File: src/rtl/uart_rx_pkg.sv
// Shared types and timing helpers for the UART receive-path controller.
// Tick positions are derived from the oversample ratio captured at frame start.
package uart_rx_pkg;

  typedef enum logic [2:0] {
    IDLE,
    START,
    DATA,
    PARITY,
    STOP
  } rx_state_e;

  localparam int PRESC_8        = 8;
  localparam int PRESC_16       = 16;
  localparam int PRESC_32       = 32;
  localparam int DEF_DATA_WIDTH = 8;

  // Sampler votes at H-1..H+1, so its output is settled two ticks after mid-bit.
  function automatic int samp_tick(input int p);
    return p / 2 + 2;
  endfunction

  function automatic int last_tick(input int p);
    return p - 1;
  endfunction

endpackage

File: src/rtl/uart_edge_bit_counter.sv
// Oversample tick counter and data bit index for the UART receiver.
// The edge counter runs only while a frame is in progress and otherwise sits at 0.
module uart_edge_bit_counter #(
  parameter int PRESC_W = 6
) (
  input  logic               clk,
  input  logic               rst,
  input  logic               run,
  input  logic [PRESC_W-1:0] last_val,
  input  logic               bit_clr,
  input  logic               bit_inc,
  output logic [PRESC_W-1:0] edge_cnt,
  output logic [3:0]         bit_cnt,
  output logic               at_last
);

  logic [PRESC_W-1:0] edge_cnt_q, edge_cnt_d;
  logic [3:0]         bit_cnt_q, bit_cnt_d;

  assign at_last = (edge_cnt_q == last_val);

  always_comb begin
    edge_cnt_d = '0;
    if (run) begin
      edge_cnt_d = at_last ? '0 : edge_cnt_q + PRESC_W'(1);
    end

    bit_cnt_d = bit_cnt_q;
    if (bit_clr) begin
      bit_cnt_d = '0;
    end else if (bit_inc) begin
      bit_cnt_d = bit_cnt_q + 4'd1;
    end
  end

  always_ff @(posedge clk) begin
    if (rst) begin
      edge_cnt_q <= '0;
      bit_cnt_q  <= '0;
    end else begin
      edge_cnt_q <= edge_cnt_d;
      bit_cnt_q  <= bit_cnt_d;
    end
  end

  assign edge_cnt = edge_cnt_q;
  assign bit_cnt  = bit_cnt_q;

endmodule

File: src/rtl/uart_rx_fsm.sv
// UART receive-path sequencer: walks START/DATA/PARITY/STOP bit periods and
// strobes the neighbouring checkers, then qualifies the frame with data_valid.
module uart_rx_fsm
  import uart_rx_pkg::*;
#(
  parameter int DATA_WIDTH = DEF_DATA_WIDTH,
  parameter int PRESC_W    = 6
) (
  input  logic               clk,
  input  logic               rst,
  input  logic               rx_in,
  input  logic               par_en,
  input  logic [PRESC_W-1:0] prescale,
  input  logic               par_err,
  input  logic               strt_glitch,
  input  logic               stp_err,
  output logic               dat_samp_en,
  output logic [PRESC_W-1:0] edge_cnt,
  output logic [3:0]         bit_cnt,
  output logic               strt_chk_en,
  output logic               deser_en,
  output logic               par_chk_en,
  output logic               stp_chk_en,
  output logic               data_valid
);

  rx_state_e          state_q, state_d;
  logic [PRESC_W-1:0] prescale_q, prescale_d;
  logic               par_en_q, par_en_d;
  logic               data_valid_q, data_valid_d;
  logic [PRESC_W-1:0] samp_val, last_val;
  logic               run, bit_clr, bit_inc, at_last;
  logic               samp_hit, last_bit, prescale_legal;

  assign prescale_legal = (prescale == PRESC_W'(PRESC_8))  ||
                          (prescale == PRESC_W'(PRESC_16)) ||
                          (prescale == PRESC_W'(PRESC_32));

  assign samp_val = PRESC_W'(samp_tick(int'(prescale_q)));
  assign last_val = PRESC_W'(last_tick(int'(prescale_q)));
  assign samp_hit = (edge_cnt == samp_val);
  assign last_bit = (bit_cnt == 4'(DATA_WIDTH - 1));

  uart_edge_bit_counter #(
    .PRESC_W (PRESC_W)
  ) u_counter (
    .clk      (clk),
    .rst      (rst),
    .run      (run),
    .last_val (last_val),
    .bit_clr  (bit_clr),
    .bit_inc  (bit_inc),
    .edge_cnt (edge_cnt),
    .bit_cnt  (bit_cnt),
    .at_last  (at_last)
  );

  always_comb begin
    state_d      = state_q;
    prescale_d   = prescale_q;
    par_en_d     = par_en_q;
    data_valid_d = 1'b0;
    run          = 1'b0;
    bit_clr      = 1'b0;
    bit_inc      = 1'b0;
    strt_chk_en  = 1'b0;
    deser_en     = 1'b0;
    par_chk_en   = 1'b0;
    stp_chk_en   = 1'b0;
    dat_samp_en  = (state_q != IDLE);

    case (state_q)
      IDLE: begin
        if (!rx_in) begin
          state_d    = START;
          prescale_d = prescale_legal ? prescale : PRESC_W'(PRESC_8);
          par_en_d   = par_en;
        end
      end
      START: begin
        run         = 1'b1;
        strt_chk_en = samp_hit;
        if (at_last) begin
          if (strt_glitch) begin
            state_d = IDLE;
          end else begin
            state_d = DATA;
            bit_clr = 1'b1;
          end
        end
      end
      DATA: begin
        run      = 1'b1;
        deser_en = samp_hit;
        if (at_last) begin
          if (last_bit) begin
            state_d = par_en_q ? PARITY : STOP;
          end else begin
            bit_inc = 1'b1;
          end
        end
      end
      PARITY: begin
        run        = 1'b1;
        par_chk_en = samp_hit;
        if (at_last) begin
          state_d = STOP;
        end
      end
      STOP: begin
        run        = 1'b1;
        stp_chk_en = samp_hit;
        // Checker flags were registered right after their strobes, so they are settled here.
        if (at_last) begin
          state_d      = IDLE;
          data_valid_d = !stp_err && (!par_en_q || !par_err);
        end
      end
      default: begin
        state_d = IDLE;
      end
    endcase
  end

  always_ff @(posedge clk) begin
    if (rst) begin
      state_q      <= IDLE;
      prescale_q   <= PRESC_W'(PRESC_8);
      par_en_q     <= 1'b0;
      data_valid_q <= 1'b0;
    end else begin
      state_q      <= state_d;
      prescale_q   <= prescale_d;
      par_en_q     <= par_en_d;
      data_valid_q <= data_valid_d;
    end
  end

  assign data_valid = data_valid_q;

endmodule

File: config.mk
export PLATFORM = sky130hd
export DESIGN_NAME = uart_rx_fsm
export DESIGN_NICKNAME = d
export VERILOG_FILES = /design/src/rtl/uart_rx_pkg.sv /design/src/rtl/uart_edge_bit_counter.sv /design/src/rtl/uart_rx_fsm.sv
export SDC_FILE = /design/constraint.sdc
export NUM_CORES = 1
export LEC_CHECK = 0
export ABC_AREA = 1
export ABC_CLOCK_PERIOD_IN_PS = 2100
export BUFFER_PORTS_ARGS = -buffer_cell sky130_fd_sc_hd__buf_4
export CORE_MARGIN = 3
export CORE_UTILIZATION = 53
export DETAILED_ROUTE_END_ITERATION = 8
export GPL_TIMING_DRIVEN = 0
export PLACE_DENSITY = 0.89
export REMOVE_ABC_BUFFERS = 1
export SLEW_MARGIN = 40
export SYNTH_ARGS = -nofsm -noshare
export SYNTH_HDL_FRONTEND = slang
export SYNTH_SLANG_ARGS = --single-unit
File: constraint.sdc
create_clock -name clk -period 2.1 [get_ports clk]
set_clock_uncertainty 0.1 [all_clocks]
set_input_delay 0.315 -clock clk [delete_from_list [all_inputs] [get_ports clk]]
set_output_delay 0.315 -clock clk [all_outputs]
set_load 0.02 [all_outputs]
==> metrics.yaml <==
status: "finished with violations"
violations: "setup timing"
grt_use_met2_pct: 35.0
r2r_end: "u_counter.edge_cnt[3]"
power_frac_seq_pct: 40.8
rsz0062_at_grt: "yes"
place_ws_ps: -94.5
synth_seq_cells: 21
core_mm2: 0.00228
worst_slack_ps: -129
crit_type: "reg2out"
slew_headroom_pct: 68.6
p_per_area_mw_per_mm2: 718
dieArea_mm2: 0.00311
pwr-share-comb_pct: 42.0
cts-root-buf: "clkbuf_4"
grt_max_degree: 13
path_cells: "buf_6 > ha_4 > xnor2_2 > xor2_1 > nor2_1 > nand3_2 > nor3_2 > buf_4"
slowest_stage: "dfxtp_4"
netSwitchingFraction_pct: 42.5
fin_crit_sh_pct: 106
busiest_layer: "met2"
seq_area_frac_synth_pct: 32.0
drv_cap: 0
synth_edf_count: 0
diodes: 0
drtPass1Iterations: 4
drc: 0
final_nets: 254
vias: 1391
synthCells: 199
slowest_delay_ps: 380
worstReg2RegStart: "prescale_q[1]"
io_pins: 29
crit_required_ps: 1680
yosysWarnings: 0
totalWireLength_mm: 3.20
track_usage_pct: 20.4
clk_path_buf_depth: 2
ff2ff_setup_slack_ps: 150
clock.fmax_mhz: 449
drt_iter0_markers: 34
worstMarginPinSlew_ps: 469
hp-class: "in2reg"
crit_arrival_ps: 1810
start_util_pct: 57.7
first_global_vias: 1250
intPower_uw: 698
ant_nets: 0
avgRoutedWirePerCell_um: 12.2
clk_latency_ps: 320
die_y_um: 55.8
met1_usage_pct: 24.8
min_period_ps: 2230
hold_path_end: "data_valid"
grt_pass1_wl_mm: 5.20
hold_path_depth: 2
layout_common_cells: "nand2_1, buf_4, nor2_1"
antenna_found_initial: 0
numClockSinks: 21
finish.utilization_pct: 74.4
place_congestion: 0.894
syn_avg_cell_area_um2: 6.60
area_delta_synth_final_pct: 29.0
synth.distinct_cells: 24
synthArstFlopShare_pct: 0
p_clk_share_pct: 17.2
setup_tns_ps: -470
layout_commonest_cell: "nand2_1"
cts_tree: "yes"
ctsHtreeMaxLevel: 1
stdcell_area_mm2: 0.00169
use_met3_pct: 2.78
dp_hpwl_mm: 2.26
hold_buffers: 0
post_route_cells_drive_above_1_share_pct: 24.4
min_from: "stp_err"
dieWidth_um: 55.8
hold_viol: 0
path_clk_slew_ps: 130
cts_buffers: 3
avgViaCountPerCell: 5.31
finalSetupViolations: 4
cp-end-kind: "primary output"
io_buffers: 28
grt_overflow_total: 0
power_leakage_uw: 0.000773
start_kind: "register"
reg2regPathDepth: 11
peakVddDrop_mv: 0.729
cp_max_fo: 4
placed_area_mm2: 0.00155
rows: 17
drv_slew: 0
synthesis.area_mm2: 0.00131
p_switching_uw: 517
synth_top_flop_cell: "dfxtp_1"
area by class of cell:
type                       count  area [um^2]
clock inverter                 1         5.00
clock buffer                   3         22.5
fill                         175          583
timing repair buffer          32          244
tap                           28         35.0
multi-input combinational    146          840
sequential                    21          430
inverter                      31          116
synthesized netlist by cell type, types with 3 or more instances:
cell | count | area [um^2]
xnor2_1 | 4 | 35.0
inv_1 | 28 | 105
ha_1 | 6 | 75.1
nor3_1 | 5 | 25.0
nand4_1 | 3 | 18.8
dfxtp_1 | 21 | 420
nand3_1 | 19 | 95.1
o21ai_0 | 9 | 45.0
a21oi_1 | 8 | 40.0
nand2_1 | 39 | 146
inv_2 | 3 | 11.3
xor2_1 | 9 | 78.8
nor2_1 | 31 | 116
power groups by stage:
stage	clock network, uW	registers, uW	logic, uW
2_1_floorplan	0	507	346
3_3_place_gp	0	505	471
3_5_place_dp	0	506	483
4_1_cts	211	497	494
5_1_grt	227	503	587
6_report	209	496	511
worst max path at each step:
stage                        from  slack [ps]    endpoint  cells past startpoint
global route        prescale_q[3]        -170  par_chk_en                      8
finish              prescale_q[3]        -130  par_chk_en                      8
floorplan           prescale_q[2]         -20  par_chk_en                      6
CTS                 prescale_q[3]        -160  par_chk_en                      7
detailed placement  prescale_q[2]         -90  par_chk_en                      7
global placement    prescale_q[2]         -70  par_chk_en                      7
timing repair:
| item | CTS | global route |
|---|---|---|
| setup endpoints to repair | 4 | 17 |
| gates resized for setup | 14 | 6 |
| setup buffers | 3 | 1 |
| pin swaps | 6 | 7 |
layer usage:
metal,vias to the layer above,share of wire (%)
met3,7,5.6
met2,50,50
met5,-,0
met1,631,42
li1,703,-
met4,0,1.9
cells by family (layout without fill, tap and decap cells):
family	Yosys count	in the layout	share of synthesized area (%)
compound gates	21	21	8.77
xor+xnor	13	13	8.67
fa+ha+maj	6	6	5.72
buf+inv	32	67	9.15
flops	21	21	32.0
simple gates	106	106	35.7
state kept, by name (all words and copies together) (netlist names):
signal and count:
data_valid 1, par_en_q 1, prescale_q 6, state_q 3, u_counter.bit_cnt 4, u_counter.edge_cnt 6
stage by stage:
| stage | hold slack [ps] | instances | total power [uW] |
|---|---|---|---|
| after CTS | 46.0 | 261 | 1200 |
| after global placement | 383 | 254 | 976 |
| after global routing | 35.4 | 262 | 1320 |
| after detailed placement | 388 | 254 | 990 |
| after floorplan | 284 | 198 | 853 |
| final | 53.5 | 262 | 1220 |
critical path: cells and delay by family (launching register included):
family | cells | cell delay, ps
simple gates | 3 | 390
flops | 1 | 380
buf+inv | 2 | 280
xor+xnor | 2 | 280
fa+ha+maj | 1 | 160
Note: power is estimated with default switching activity, not from simulation.
